===== src/rtl/fetch_unit.sv =====
// Program counter and instruction-fetch stage: drives the ROM address and registers the
// returned word for decode, with start/halt control, branching, stall/squash and a fetch counter.
module fetch_unit #(
    parameter int A    = 10,
    parameter int W    = 9,
    parameter int OFFW = 6,
    parameter int CNTW = 16
) (
    input  logic            Clk,
    input  logic            Reset,
    input  logic            Start,
    input  logic [A-1:0]    StartAddr,
    input  logic            Halt,
    input  logic            Stall,
    input  logic            BranchAbs,
    input  logic            BranchRelEn,
    input  logic            Taken,
    input  logic [A-1:0]    Target,
    input  logic [OFFW-1:0] Offset,
    input  logic [W-1:0]    InstIn,
    output logic [A-1:0]    ProgCtr,
    output logic [W-1:0]    Inst,
    output logic            InstValid,
    output logic            Running,
    output logic            Done,
    output logic [CNTW-1:0] FetchCnt
);

    localparam logic [1:0] ST_IDLE = 2'd0;
    localparam logic [1:0] ST_RUN  = 2'd1;
    localparam logic [1:0] ST_HALT = 2'd2;

    logic [1:0]      state_q,   state_d;
    logic [A-1:0]    pc_q,      pc_d;
    logic [W-1:0]    inst_q,    inst_d;
    logic            valid_q,   valid_d;
    logic            running_q, running_d;
    logic            done_q,    done_d;
    logic [CNTW-1:0] cnt_q,     cnt_d;

    logic [A-1:0]    offset_ext;
    logic            rel_taken;

    assign offset_ext = {{(A-OFFW){Offset[OFFW-1]}}, Offset};
    assign rel_taken  = BranchRelEn & Taken;

    always_comb begin
        state_d = state_q;
        pc_d    = pc_q;
        inst_d  = inst_q;
        valid_d = valid_q;
        cnt_d   = cnt_q;

        case (state_q)
            ST_IDLE, ST_HALT: begin
                valid_d = 1'b0;
                if (Start) begin
                    state_d = ST_RUN;
                    pc_d    = StartAddr;
                    cnt_d   = '0;
                end
            end
            ST_RUN: begin
                if (Halt) begin
                    state_d = ST_HALT;
                    valid_d = 1'b0;
                end else if (!Stall) begin
                    // The word at the current PC is always captured; a taken redirect only squashes it.
                    inst_d = InstIn;
                    if (BranchAbs) begin
                        pc_d    = Target;
                        valid_d = 1'b0;
                    end else if (rel_taken) begin
                        pc_d    = pc_q + offset_ext;
                        valid_d = 1'b0;
                    end else begin
                        pc_d    = pc_q + A'(1);
                        valid_d = 1'b1;
                        if (cnt_q != '1) begin
                            cnt_d = cnt_q + CNTW'(1);
                        end
                    end
                end
            end
            default: begin
                state_d = ST_IDLE;
                valid_d = 1'b0;
            end
        endcase

        running_d = (state_d == ST_RUN);
        done_d    = (state_d == ST_HALT);
    end

    always_ff @(posedge Clk) begin
        if (Reset) begin
            state_q   <= ST_IDLE;
            pc_q      <= '0;
            inst_q    <= '0;
            valid_q   <= 1'b0;
            running_q <= 1'b0;
            done_q    <= 1'b0;
            cnt_q     <= '0;
        end else begin
            state_q   <= state_d;
            pc_q      <= pc_d;
            inst_q    <= inst_d;
            valid_q   <= valid_d;
            running_q <= running_d;
            done_q    <= done_d;
            cnt_q     <= cnt_d;
        end
    end

    assign ProgCtr   = pc_q;
    assign Inst      = inst_q;
    assign InstValid = valid_q;
    assign Running   = running_q;
    assign Done      = done_q;
    assign FetchCnt  = cnt_q;

endmodule


===== config.mk =====
export PLATFORM = sky130hd
export DESIGN_NAME = fetch_unit
export DESIGN_NICKNAME = d
export VERILOG_FILES = /design/src/rtl/fetch_unit.sv
export SDC_FILE = /design/constraint.sdc
export NUM_CORES = 1
export LEC_CHECK = 0
export ABC_AREA = 1
export CORE_MARGIN = 2
export CORE_UTILIZATION = 46
export DETAILED_ROUTE_END_ITERATION = 10
export PLACE_DENSITY = 0.8
export SLEW_MARGIN = 40
export SYNTH_ARGS = -nofsm -noshare
export SYNTH_HDL_FRONTEND = slang
export SYNTH_SLANG_ARGS = --single-unit
export TNS_END_PERCENT = 20

===== constraint.sdc =====
create_clock -name Clk -period 3.5 [get_ports Clk]
set_clock_uncertainty 0.2 [all_clocks]
set_input_delay 0.7 -clock Clk [delete_from_list [all_inputs] [get_ports Clk]]
set_output_delay 0.7 -clock Clk [all_outputs]
set_load 0.02 [all_outputs]

==> results.yml <==
power_and_ir_drop:
  irDropWorstVdd_v: 0.0002495
  switching_power_uw: 350.3
  swShare_pct: 32.11
  p_clk_share_pct: 29.8
  power.total_mw: 1.091
  pwr-share-comb_pct: 24.7
  p_per_area_mw_per_mm2: 324.7
  p_leak_nw: 1.325
  internal-power_uw: 740.5
  p_seq_share_pct: 45.5
worst_hold_path:
  min_from: "Inst[8]$_SDFFE_PP0P_"
  min_path_type: "flop to flop"
  holdPathStages: 2
  hold_end: "Inst[8]$_SDFFE_PP0P_"
route:
  met3WireLength_um: 386
  drtAntennaViolNets: 0
  vias_per_cell: 5.183
  wire_per_inst_um: 13.59
  dr_wl_met2_um: 3261
  drtIter0Drc: 154
  dr.pass1.iters: 4
  vias: 2602
  drcViolationCount: 0
  met1_length_um: 3071
  routed.top_layer: "met4"
  routed_wl_um: 6821
floorplan:
  pin_count: 81
  core_mm2: 0.005107
  dieArea_mm2: 0.005868
  die_height_um: 76.61
  start_util_pct: 47.48
  core.rowCount: 26
  die_x_um: 76.61
global_route:
  grtUsageTotal_pct: 23.92
  grt_pass1_wl_um: 11630
  antenna_found_initial: 0
  grt_max_degree: 28
  grt_overflow_total: 0
  grt_pass1_vias: 2533
place:
  gp_congestion: 0.8968
  portBuffers: 80
  hpwl_um: 5028
yosys:
  syn-cell-area_mm2: 0.002425
  synth_fp_nets: 402
  ys_top_cells_by_area: "dfxtp_1 33%, nand2_1 11%, nor2_1 9.4%, a21oi_1 8.0%, o21ai_0 6.6%"
  syn_area_per_cell_um2: 6.889
  ys.flop_type: "dfxtp_1"
  yosys.area.top_type: "dfxtp_1"
  synth_most_common_cell: "nand2_1"
  yosys_warnings: 0
  synth_cells: 352
  synth-seq-cells: 40
  synth_top_area_share_pct: 33.02
  async_flop_share_pct: 0
  synth-edff-count: 0
  synth_common_cells: "68 x nand2_1, 61 x nor2_1, 40 x dfxtp_1"
  ys_seq_area_share_pct: 33.02
  ys_types: 35
status:
  outcome: "complete, no violations"
timing:
  tightestPinTransition_ns: 0.5782
  max_slew_margin_pct: 61.44
  fin_setup_tns_ns: 0
  post-route-period-util_pct: 86.26
  max_clock_freq_ghz: 0.3312
  rsz0062_at_grt: "no"
  drv_slew: 0
  setup_violations: 0
  hold_violations: 0
  fin_crit_ns: 3.019
clock_network:
  postCtsSetupBuffers: 0
  cts_root_buffer: "clkbuf_8"
  post_cts_resized: 0
  cts.sinks: 40
  insertion_delay_ns: 0.30
  cts_inserted_buffers: 5
  cts_max_level: 2
  clock_path_buffers: 2
  clk_pin_slew_worst_paths_ns: 0.09
  postCtsHoldBufs: 0
  cts_tree: "yes"
finish:
  nets: 481
  area_growth_pct: 38.54
  drive_gt1_share_pct: 6.944
  fillers: 472
  antenna_cells: 0
worst_setup_path:
  cp.arrival_ns: 3.02
  critPathMaxFanout: 4
  r2r_end: "ProgCtr[4]$_SDFFE_PP0P_"
  critPathLaunchType: "input pin"
  cp-end-kind: "flop"
  cp.required_ns: 3.50
  ff2ff_path_depth: 9
  path_class: "input pin to flop"
  rrSetupSlack_ns: 1.07
  reg2reg_from: "state_q[0]$_SDFF_PP0_"
job:
  max_cap_violations: 0
registers in the layout, indices dropped and copies added (netlist names):
signal,flops
FetchCnt,16
ProgCtr,10
Inst,9
state_q,2
Done,1
InstValid,1
Running,1
layout make-up:
cell class                      count  area (um^2)  area share [%]
Tap cell                           70        87.58           2.607
Timing Repair Buffer               83        823.3           24.51
Inverter                           24        95.09           2.831
Sequential cell                    40        800.8           23.84
Clock inverter                      3        23.77          0.7076
Clock buffer                        5        68.82           2.048
Multi-Input combinational cell    277         1460           43.46
layer usage:
| metal | vias to the layer above | GRT usage (%) |
|---|---|---|
| li1 | 1317 | - |
| met1 | 1192 | 29.58 |
| met2 | 80 | 40.97 |
| met3 | 13 | 5.687 |
| met4 | 0 | 7.636 |
| met5 | - | 0 |
metrics by stage:
step                cells  utilization [%]  hold slack, ns  setup WS [ns]  instance area, um^2
detailed placement    494            63.96          0.3019         0.1897                 3267
global placement      494            63.96          0.2958         0.2413                 3267
floorplan             352                -          0.3090         0.7907                 2425
global route          502            65.78          0.3611         0.2941                 3359
finish                502            65.78          0.3230         0.4811                 3359
CTS                   502            65.78          0.3234         0.4946                 3359
worst max path at each step:
stage | to | slack (ns) | startpoint | depth (start not counted)
after global placement | ProgCtr[6]$_SDFFE_PP0P_ | 0.24 | BranchRelEn | 13
after detailed placement | ProgCtr[6]$_SDFFE_PP0P_ | 0.19 | BranchRelEn | 13
final | ProgCtr[6]$_SDFFE_PP0P_ | 0.48 | BranchRelEn | 13
after CTS | ProgCtr[6]$_SDFFE_PP0P_ | 0.49 | BranchRelEn | 13
after floorplan | ProgCtr[6]$_SDFFE_PP0P_ | 0.79 | BranchRelEn | 12
after global routing | ProgCtr[8]$_SDFFE_PP0P_ | 0.29 | BranchRelEn | 15
cells in the final DEF (no fill, tap or decap), drive strengths merged, types with 2 or more instances in the layout:
| cell | instances |
|---|---|
| inv | 24 |
| clkdlybuf4s50 | 80 |
| nand4 | 6 |
| o21bai | 2 |
| a21oi | 42 |
| clkinvlp | 2 |
| xor2 | 15 |
| nand2 | 70 |
| buf | 3 |
| xnor2 | 4 |
| and2 | 2 |
| o21ai | 32 |
| dfxtp | 40 |
| nor3 | 3 |
| clkbuf | 5 |
| or2 | 3 |
| nand3 | 21 |
| ha | 6 |
| o211ai | 2 |
| nor2 | 64 |
cell families (layout without fill, tap and decap cells):
kind of cell,count (synthesis),after routing,share of synthesized area [%]
flops,40,40,33.02
simple gates,171,171,30.86
compound gates,80,80,18.58
xor+xnor,19,19,6.863
buf+inv,35,115,6.759
fa+ha+maj,7,7,3.922
worst max-delay path, stage by stage:
cell and delay [ns]:
clkdlybuf4s50_1 0.54, nand2_1 0.09, or2_2 0.28, ha_1 0.22, fa_1 0.42, nand3_1 0.11, nand3_1 0.08, nand2_1 0.09
nor2_1 0.06, o21ai_0 0.16, nand3_1 0.09, o211ai_1 0.10, a21oi_1 0.08
power by group through the flow:
stage	clock [mW]	sequential (mW)	combinational, mW
after floorplan	0	0.524	0.136
after global placement	0	0.505	0.264
after detailed placement	0	0.506	0.269
after CTS	0.330	0.495	0.270
after global routing	0.347	0.498	0.296
final	0.325	0.496	0.270
No activity file was read; power rests on OpenSTA's default activity.
